## config.mk

```make
export PLATFORM = sky130hd
export DESIGN_NAME = fifo_write_arbiter_flat
export DESIGN_NICKNAME = d
export VERILOG_FILES = /design/src/rtl/fifo_write_arbiter_pkg.sv /design/src/rtl/fifo_write_arbiter_if.sv /design/src/rtl/fifo_write_arbiter_rr_pick.sv /design/src/rtl/fifo_write_arbiter.sv /design/src/flat_wrapper.sv
export SDC_FILE = /design/constraint.sdc
export NUM_CORES = 1
export LEC_CHECK = 0
export ABC_AREA = 1
export CAP_MARGIN = 25
export CELL_PAD_IN_SITES_DETAIL_PLACEMENT = 0
export CELL_PAD_IN_SITES_GLOBAL_PLACEMENT = 1
export CORE_MARGIN = 2
export CORE_UTILIZATION = 28
export DETAILED_ROUTE_END_ITERATION = 10
export PLACE_DENSITY = 0.78
export SYNTH_ARGS = -nofsm -noshare
export SYNTH_HDL_FRONTEND = slang
export SYNTH_HIERARCHICAL = 1
export SYNTH_SLANG_ARGS = --single-unit
```

## constraint.sdc

```tcl
create_clock -name write_clk -period 2.88 [get_ports write_clk]
set_input_delay 0.288 -clock write_clk [delete_from_list [all_inputs] [get_ports write_clk]]
set_output_delay 0.288 -clock write_clk [all_outputs]
set_load 0.05 [all_outputs]
```

## src/rtl/fifo_write_arbiter_pkg.sv

```systemverilog
// Shared constants for the FIFO write arbiter: FSM encoding and default sizing.
package fifo_write_arbiter_pkg;

  localparam int DEF_NUM_REQ   = 4;
  localparam int DEF_WIDTH     = 8;
  localparam int DEF_MAX_BURST = 4;

  localparam logic [0:0] ST_IDLE = 1'b0;
  localparam logic [0:0] ST_XFER = 1'b1;

endpackage

```

## src/rtl/fifo_write_arbiter_if.sv

```systemverilog
// Requester/FIFO-side bundle of the write arbiter.
// master drives requests and the full flag; slave is the arbiter.
interface fifo_write_arbiter_if
  import fifo_write_arbiter_pkg::*;
#(
  parameter int NUM_REQ = DEF_NUM_REQ,
  parameter int WIDTH   = DEF_WIDTH
);

  logic [NUM_REQ-1:0]       req_valid_in;
  logic [NUM_REQ-1:0]       req_last_in;
  logic [NUM_REQ*WIDTH-1:0] req_data_in;
  logic [NUM_REQ-1:0]       req_ready_out;
  logic                     full_in;
  logic                     write_out;
  logic [WIDTH-1:0]         wdata_out;
  logic [NUM_REQ-1:0]       grant_out;
  logic                     busy_out;

  modport master (
    output req_valid_in, req_last_in, req_data_in, full_in,
    input  req_ready_out, write_out, wdata_out, grant_out, busy_out
  );

  modport slave (
    input  req_valid_in, req_last_in, req_data_in, full_in,
    output req_ready_out, write_out, wdata_out, grant_out, busy_out
  );

endinterface

```

## src/rtl/fifo_write_arbiter_rr_pick.sv

```systemverilog
// Round-robin pick: first set request searching upward from last_i+1 (wrapping).
// Purely combinational; no backpressure.
module rr_pick #(
  parameter int NUM_REQ = 4,
  parameter int IDX_W   = 2
) (
  input  logic [NUM_REQ-1:0] req_i,
  input  logic [IDX_W-1:0]   last_i,
  output logic [NUM_REQ-1:0] pick_o,
  output logic [IDX_W-1:0]   idx_o,
  output logic               any_o
);

  always_comb begin
    int cand;
    cand   = 0;
    pick_o = '0;
    idx_o  = '0;
    any_o  = 1'b0;
    for (int off = 1; off <= NUM_REQ; off++) begin
      cand = int'(last_i) + off;
      if (cand >= NUM_REQ) begin
        cand = cand - NUM_REQ;
      end
      if (!any_o && req_i[cand]) begin
        any_o        = 1'b1;
        pick_o[cand] = 1'b1;
        idx_o        = IDX_W'(cand);
      end
    end
  end

endmodule

```

## src/rtl/fifo_write_arbiter.sv

```systemverilog
// Round-robin arbiter multiplexing N requesters onto one FIFO write port.
// One IDLE cycle of arbitration per grant; full_in stalls beats combinationally.
module fifo_write_arbiter
  import fifo_write_arbiter_pkg::*;
#(
  parameter int NUM_REQ   = DEF_NUM_REQ,
  parameter int WIDTH     = DEF_WIDTH,
  parameter int MAX_BURST = DEF_MAX_BURST
) (
  input  logic                 write_clk,
  input  logic                 rst_in,
  fifo_write_arbiter_if.slave  arb
);

  localparam int IDX_W = $clog2(NUM_REQ);
  localparam int CNT_W = $clog2(MAX_BURST + 1);

  logic [0:0]         state_q, state_d;
  logic [NUM_REQ-1:0] grant_q, grant_d;
  logic [IDX_W-1:0]   gidx_q, gidx_d;
  logic [IDX_W-1:0]   last_q, last_d;
  logic [CNT_W-1:0]   cnt_q, cnt_d;

  logic [NUM_REQ-1:0] pick;
  logic [IDX_W-1:0]   pick_idx;
  logic               pick_any;

  logic               in_xfer;
  logic               gnt_vld;
  logic               gnt_last;
  logic               beat;
  logic [CNT_W-1:0]   cnt_inc;

  rr_pick #(
    .NUM_REQ (NUM_REQ),
    .IDX_W   (IDX_W)
  ) u_rr_pick (
    .req_i  (arb.req_valid_in),
    .last_i (last_q),
    .pick_o (pick),
    .idx_o  (pick_idx),
    .any_o  (pick_any)
  );

  assign in_xfer  = (state_q == ST_XFER);
  assign gnt_vld  = |(arb.req_valid_in & grant_q);
  assign gnt_last = |(arb.req_last_in & grant_q);
  // Reset forces the handshake quiet even before the registers clear.
  assign beat     = in_xfer && !arb.full_in && gnt_vld && !rst_in;
  assign cnt_inc  = cnt_q + 1'b1;

  assign arb.req_ready_out = (in_xfer && !arb.full_in && !rst_in) ? grant_q : '0;
  assign arb.write_out     = beat;
  assign arb.wdata_out     = arb.req_data_in[gidx_q*WIDTH +: WIDTH];
  assign arb.grant_out     = grant_q;
  assign arb.busy_out      = in_xfer;

  always_comb begin
    state_d = state_q;
    grant_d = grant_q;
    gidx_d  = gidx_q;
    last_d  = last_q;
    cnt_d   = cnt_q;
    if (state_q == ST_IDLE) begin
      if (pick_any) begin
        state_d = ST_XFER;
        grant_d = pick;
        gidx_d  = pick_idx;
        cnt_d   = '0;
      end
    end else if (!arb.full_in) begin
      // A bubble or a finishing beat both hand the port back.
      if (!gnt_vld || gnt_last || (cnt_inc == CNT_W'(MAX_BURST))) begin
        state_d = ST_IDLE;
        grant_d = '0;
        last_d  = gidx_q;
      end
      if (gnt_vld) begin
        cnt_d = cnt_inc;
      end
    end
  end

  always_ff @(posedge write_clk) begin
    if (rst_in) begin
      state_q <= ST_IDLE;
      grant_q <= '0;
      gidx_q  <= '0;
      last_q  <= IDX_W'(NUM_REQ - 1);
      cnt_q   <= '0;
    end else begin
      state_q <= state_d;
      grant_q <= grant_d;
      gidx_q  <= gidx_d;
      last_q  <= last_d;
      cnt_q   <= cnt_d;
    end
  end

endmodule

```

## src/flat_wrapper.sv

```systemverilog
// flat-port wrapper written by rule: the top's interface ports become plain ports
module fifo_write_arbiter_flat import fifo_write_arbiter_pkg::*;
#(
  parameter int NUM_REQ   = DEF_NUM_REQ,
  parameter int WIDTH     = DEF_WIDTH,
  parameter int MAX_BURST = DEF_MAX_BURST
)
  (write_clk, rst_in, arb_req_valid_in, arb_req_last_in, arb_req_data_in, arb_full_in, arb_req_ready_out, arb_write_out, arb_wdata_out, arb_grant_out, arb_busy_out);
  fifo_write_arbiter_if #(.NUM_REQ(NUM_REQ), .WIDTH(WIDTH)) arb_i ();
  input  logic write_clk;
  input  logic rst_in;
  input wire logic [$bits(arb_i.req_valid_in)-1:0] arb_req_valid_in;
  input wire logic [$bits(arb_i.req_last_in)-1:0] arb_req_last_in;
  input wire logic [$bits(arb_i.req_data_in)-1:0] arb_req_data_in;
  input wire logic [$bits(arb_i.full_in)-1:0] arb_full_in;
  output wire logic [$bits(arb_i.req_ready_out)-1:0] arb_req_ready_out;
  output wire logic [$bits(arb_i.write_out)-1:0] arb_write_out;
  output wire logic [$bits(arb_i.wdata_out)-1:0] arb_wdata_out;
  output wire logic [$bits(arb_i.grant_out)-1:0] arb_grant_out;
  output wire logic [$bits(arb_i.busy_out)-1:0] arb_busy_out;
  assign arb_i.req_valid_in = arb_req_valid_in;
  assign arb_i.req_last_in = arb_req_last_in;
  assign arb_i.req_data_in = arb_req_data_in;
  assign arb_i.full_in = arb_full_in;
  assign arb_req_ready_out = arb_i.req_ready_out;
  assign arb_write_out = arb_i.write_out;
  assign arb_wdata_out = arb_i.wdata_out;
  assign arb_grant_out = arb_i.grant_out;
  assign arb_busy_out = arb_i.busy_out;
  fifo_write_arbiter #(.NUM_REQ(NUM_REQ), .WIDTH(WIDTH), .MAX_BURST(MAX_BURST)) u_core (.write_clk(write_clk), .rst_in(rst_in), .arb(arb_i));
endmodule
```

==> flow_metrics.py, run 1 <==
metrics = {
    "route": {
        "drt_iter0_markers": 125,
        "ant_nets": 0,
        "dr_total_vias": 1627,
        "drc": 0,
        "dr.pass1.iters": 4,
        "viasPerCell": 4.62,
        "wl_per_cell_um": 11.8,
        "drt-total-wl_um": 4150,
    },
    "sta": {
        "final.min_clock_period_ns": 2.42,
        "report.final.slew_viol_count": 0,
        "rsz0062_at_grt": "false",
        "slew_headroom_pct": 66.4,
        "max_freq_mhz": 412,
        "finalSetupTns_ns": 0,
        "finalHoldViolCount": 0,
        "tightestPinTransition_ns": 0.502,
        "setup_viol": 0,
        "finClkSkew_ns": 0.00141,
        "post-route-period-util_pct": 84.2,
    },
    "power": {
        "p_leak_uw": 0.000914,
        "totalPowerFinal_uw": 1270,
        "pwr_density_cell_mw_per_mm2": 603,
        "ir_drop_mv": 0.238,
    },
    "grt": {
        "gr-usage-met3_pct": 2.14,
        "grt_pass1_wl_um": 6890,
        "use_met1_pct": 21.5,
        "antenna_found_initial": 0,
        "grt_pass1_vias": 1555,
        "busiest_layer": "met2",
        "grt_use_total_pct": 15.2,
        "use_met2_pct": 24.5,
        "grt_start_max_net_pins": 19,
        "grt_overflow": 0,
    },
    "finish": {
        "final_util_pct": 44.1,
        "antennaDiodeCount": 0,
        "post_route_cells_drive_above_1_share_pct": 9.82,
        "nFillCells": 523,
        "area_growth_pct": 50.1,
        "final_nets": 340,
    },
    "synth": {
        "synth_compound_area_share_pct": 20.7,
        "ys.flop_type": "dfxtp_1",
        "yosysTopAreaCell": "dfxtp_1",
        "synth_seq_area_share_pct": 17.1,
        "muxShareOfSynthArea_pct": 0,
        "synthTopCellsByArea": "dfxtp_1 (17%), nand2_1 (11%), ha_1 (8.9%), nor2_1 (8.3%), nand3_1 (8.2%)",
        "synth_top_area_share_pct": 17.1,
        "synth_top_family_by_area": "simple AND/OR/NAND/NOR gates",
        "synthTopCellsByCount": "nand2_1 (42), nor2_1 (31), nand3_1 (23)",
        "avgSynthCellArea_sq_um": 6.30,
        "synth-xor-area-share_pct": 0,
        "synth_simple_gate_area_share_pct": 41.6,
        "ys_warn_count": 6,
        "netlist_instances": 223,
        "synth_edf_count": 0,
        "yosysMostFrequentCell": "nand2_1",
        "synth_nets": 276,
        "netlist_area_sq_mm": 0.00141,
        "synth-seq-cells": 12,
        "async_flop_share_pct": 0,
        "yosysUniqueCellTypes": 23,
        "synth_fa_ha_area_share_pct": 8.90,
    },
    "worst_hold_path": {
        "min_path_type": "reg2reg",
    },
    "clock_tree": {
        "cts.reportedPaths.clkPinSlew_ns": 0.05,
        "cts_setup_buffers": 0,
        "post_cts_resized": 0,
        "cts_buffer_depth": 2,
        "htreeDepth": 1,
        "cts_hold_buf": 0,
        "clock_latency_ns": 0.24,
        "cts.sinks": 12,
        "cts.root.buffer_cell": "clkbuf_8",
        "cts_tree": "built",
        "cts_buffers": 3,
    },
    "placement": {
        "gp_congestion": 0.773,
        "hpwl_um": 3210,
        "port_buffers": 60,
    },
    "die": {
        "ios": 61,
        "row_count": 25,
        "dieArea_sq_mm": 0.00560,
        "die_x_um": 74.8,
        "core-area_sq_mm": 0.00479,
        "die_h_um": 74.8,
        "initial_core_util_pct": 29.4,
    },
    "run_status": {
        "status": "finished clean",
    },
    "critical_path": {
        "crit_chain": "clkdlybuf4s50_1 > nand2_1 > nand2_1 > inv_1 > nand2_2 > nand2_1 > nor2_1 > clkdlybuf4s50_1",
        "cp_common_cell": "nand2_1",
        "cp_max_fo": 4,
        "slowest_delay_ns": 0.82,
        "worst_ep_arrival_time_ns": 2.14,
        "required_ns": 2.59,
        "start_kind": "primary input",
        "crit_path_end_kind": "output pin",
        "r2r_slack_ns": 0.79,
        "worstSetupPathType": "in2out",
        "slowest_stage": "clkdlybuf4s50_1",
    },
    "flow_run": {
        "maxCapViolCount": 0,
    },
}
report_power, final:
group	internal, uW	switching (uW)
Clock	91.9	58.1
Sequential	194	34.9
Combinational	317	576
Total	603	669
worst max-delay path, delay by kind of cell:
family	cells	cell delay (ns)
buf+inv	3	1.39
simple gates	5	0.46
layer usage:
metal / part of all wire (%) / wire length, um
met5: 0 / 0
met2: 44 / 1830
met1: 50 / 2070
met3: 5.7 / 235
met4: 0.41 / 17
state kept, by name (all words and copies together) (netlist names):
name,count
u_core/cnt_q,3
u_core/last_q,2
u_core/arb.busy_out,1
u_core/gidx_q,2
u_core/arb.grant_out,4
placed cells by master, fill, tap and decap left out, types with 4 or more instances in the layout:
master	n
a21boi_0	4
a21oi_1	16
buf_4	6
clkdlybuf4s50_1	60
dfxtp_1	12
ha_1	10
inv_1	21
nand2_1	42
nand2_2	4
nand3_1	23
nand3_2	5
nand4_1	7
nor2_1	31
o21ai_0	20
o22ai_1	8
through the flow:
stage / instance area, sq um / hold WS, ns / instances / worst slack (ns)
3_3_place_gp: 2070 / 0.490 / 349 / 0.467
6_report: 2110 / 0.493 / 352 / 0.455
3_5_place_dp: 2070 / 0.485 / 349 / 0.465
2_1_floorplan: 1410 / 0.357 / 223 / 0.747
4_1_cts: 2110 / 0.496 / 352 / 0.449
5_1_grt: 2110 / 0.540 / 352 / 0.291
logic make-up after synthesis:
family | count (synthesis)
AO/OA/AOI/OAI | 52
flip-flops | 12
AND/OR/NAND/NOR | 118
adder cells (fa/ha/maj) | 10
buffers and inverters | 31
cell type report:
class / instances / area [sq um] / area share [%]
flip-flops and latches: 12 / 240 / 11.4
well taps: 67 / 83.8 / 3.97
inverters: 24 / 97.6 / 4.63
repair buffers: 66 / 646 / 30.6
clock buffers: 3 / 41.3 / 1.96
multi-input cells: 180 / 1000 / 47.4
path summary, 6_finish.rpt:
kind / startpoint / to / depth (start not counted)
hold / removal: u_core/cnt_q[1]$_SDFFE_PP0P_ / u_core/cnt_q[1]$_SDFFE_PP0P_ / 2
hold reg to reg: u_core/cnt_q[1]$_SDFFE_PP0P_ / u_core/cnt_q[1]$_SDFFE_PP0P_ / 2
setup reg to reg: u_core/last_q[0]$_SDFFE_PP1P_ / u_core/cnt_q[0]$_SDFFE_PP0P_ / 9
setup / recovery: arb_req_valid_in[3] / arb_write_out / 8
No activity file was read; power rests on OpenSTA's default activity.
==> run 2: changes to the inputs <==
- CORE_UTILIZATION: 28 -> 25
- PLACE_DENSITY: 0.78 -> 0.74
- clock period: 2.88 -> 2 ns (I/O delays scaled with it)
==> run 2 against run 1 <==
  * Flip-flop and latch count stayed put
  * Die area is 11% higher
  * Critical path type is now reg2reg
  * Sequential power is 45% higher
  * Largest power group unchanged
==> flow_metrics.py, run 2 (synthesis results as in run 1) <==
metrics = {
    "clock_tree": {
        "cts.root.buffer_cell": "clkbuf_8",
        "cts_setup_buffers": 0,
        "cts.reportedPaths.clkPinSlew_ns": 0.06,
        "cts_tree": "built",
        "cts.sinks": 12,
        "cts_buffer_depth": 2,
        "cts_buffers": 3,
        "clock_latency_ns": 0.24,
        "cts_hold_buf": 0,
        "post_cts_resized": 0,
        "htreeDepth": 1,
    },
    "finish": {
        "final_nets": 344,
        "largest_reg_flops": 4,
        "post_route_cells_drive_above_1_share_pct": 17.6,
        "layout_commonest_cell": "clkdlybuf4s50_1",
        "antennaDiodeCount": 0,
        "final_cell_mix": "clkdlybuf4s50_1 (47), nand2_1 (42), nor2_1 (30)",
        "area_growth_pct": 57.1,
    },
    "route": {
        "drt-total-wl_um": 4320,
        "dr.pass1.iters": 4,
        "drt_iter0_markers": 101,
        "ant_nets": 0,
        "dr_total_vias": 1711,
        "wl_per_cell_um": 11.9,
        "viasPerCell": 4.73,
        "drc": 0,
    },
    "critical_path": {
        "start_kind": "flip-flop",
        "crit_path_end_kind": "flip-flop",
        "r2r_slack_ns": 0.17,
        "slowest_delay_ns": 0.38,
        "cp_common_cell": "nand2_4",
        "r2r-start": "u_core/last_q[0]$_SDFFE_PP1P_",
        "worstSetupStartpoint": "u_core/last_q[0]$_SDFFE_PP1P_",
        "cp_max_fo": 14,
        "worstSetupPathType": "reg2reg",
        "crit_chain": "inv_8 > ha_4 > inv_2 > nand3_2 > nand2_4 > nor2_4 > nand4_1 > nand2_4 > nand2_1 > a211oi_1",
        "worst_ep_arrival_time_ns": 1.98,
        "required_ns": 2.15,
        "slowest_stage": "dfxtp_2",
        "path_delay_family": "simple AND/OR/NAND/NOR gates",
        "critPathBufInv": 2,
    },
    "run_status": {
        "status": "finished clean",
    },
    "power": {
        "totalPowerFinal_uw": 1920,
        "power_frac_clock_pct": 14.2,
        "pwr_density_cell_mw_per_mm2": 869,
        "net-switching-power_uw": 996,
        "ir_drop_mv": 0.400,
        "power.internal_uw": 922,
        "seqPwrFrac_pct": 17.3,
        "pwr-share-comb_pct": 68.5,
        "p_leak_uw": 0.000969,
        "switching_share_pct": 51.9,
    },
    "sta": {
        "setup_viol": 0,
        "finalSetupTns_ns": 0,
        "report.final.slew_viol_count": 0,
        "tightestPinTransition_ns": 0.525,
        "rsz0062_at_grt": "false",
        "slew_headroom_pct": 65.0,
        "post-route-period-util_pct": 91.7,
        "finalHoldViolCount": 0,
        "max_freq_mhz": 545,
        "final.min_clock_period_ns": 1.83,
        "finClkSkew_ns": 0.00691,
        "timing.hold.ws_ns": 0.514,
    },
    "die": {
        "core-area_sq_mm": 0.00547,
        "ios": 61,
        "dieArea_sq_mm": 0.00624,
        "row_count": 27,
        "die_h_um": 79.0,
        "die_x_um": 79.0,
        "initial_core_util_pct": 25.7,
    },
    "flow_run": {
        "maxCapViolCount": 0,
    },
    "grt": {
        "grt_overflow": 0,
        "grt_pass1_vias": 1643,
        "antenna_found_initial": 0,
        "grt_pass1_wl_um": 7450,
        "grt_start_max_net_pins": 19,
        "grt_use_total_pct": 14.2,
    },
    "placement": {
        "gp_congestion": 0.841,
        "hpwl_um": 3280,
        "port_buffers": 60,
    },
    "worst_hold_path": {
        "min_path_type": "reg2reg",
        "min_from": "u_core/cnt_q[1]$_SDFFE_PP0P_",
    },
}
==> run 2: changes by cell type in the layout (fill, tap and decap cells not counted), moves of 2 or more <==
cell and change:
dfxtp_2 +2, clkdlybuf4s50_1 -13, dfxtp_1 -2, buf_4 +12
buf_12 +5
==> run 2: final timing paths <==
kind,to,cells past startpoint
max,u_core/cnt_q[0]$_SDFFE_PP0P_,10
min,u_core/cnt_q[1]$_SDFFE_PP0P_,2
max reg2reg,u_core/cnt_q[0]$_SDFFE_PP0P_,10
min reg2reg,u_core/cnt_q[1]$_SDFFE_PP0P_,2
==> run 2: area by class of cell <==
class | count | area, sq um
timing repair buffer | 70 | 706
clock buffer | 4 | 55.1
tap | 72 | 90.1
sequential | 12 | 243
fill | 597 | 3270
multi-input combinational | 180 | 1020
inverter | 24 | 97.6
==> run 2: power groups by stage <==
| stage | combinational [uW] | clock, uW | sequential [uW] |
|---|---|---|---|
| after floorplan | 847 | 0 | 401 |
| after global placement | 1330 | 0 | 340 |
| after detailed placement | 1310 | 0 | 339 |
| after CTS | 1320 | 277 | 335 |
| final | 1310 | 272 | 332 |
| after global routing | 1440 | 292 | 342 |
==> run 2: tightest hold or removal path, cell delays in order (launching register included) <==
cell and delay (ns):
dfxtp_1 0.33, nand2_1 0.06, o21ai_0 0.07
==> run 2: per-stage QoR <==
| stage | worst slack, ns | util [%] | instance area [sq um] | cells |
|---|---|---|---|---|
| after detailed placement | 0.0236 | 39.3 | 2150 | 358 |
| after global routing | 0.0103 | 40.3 | 2210 | 362 |
| final | 0.166 | 40.3 | 2210 | 362 |
| after global placement | 0.0889 | 39.3 | 2150 | 358 |
| after CTS | 0.144 | 40.3 | 2210 | 362 |
| after floorplan | 0.0278 | - | 1420 | 223 |
==> run 2: layer usage <==
layer / GRT usage, % / share of wire (%) / routed length [um] / vias to the layer above
met5: 0 / 0 / 0 / -
met4: 0.690 / 0 / 0 / 0
met3: 3.07 / 8.6 / 372 / 0
met2: 24.4 / 46 / 2010 / 67
met1: 19.2 / 45 / 1940 / 760
li1: - / - / - / 884
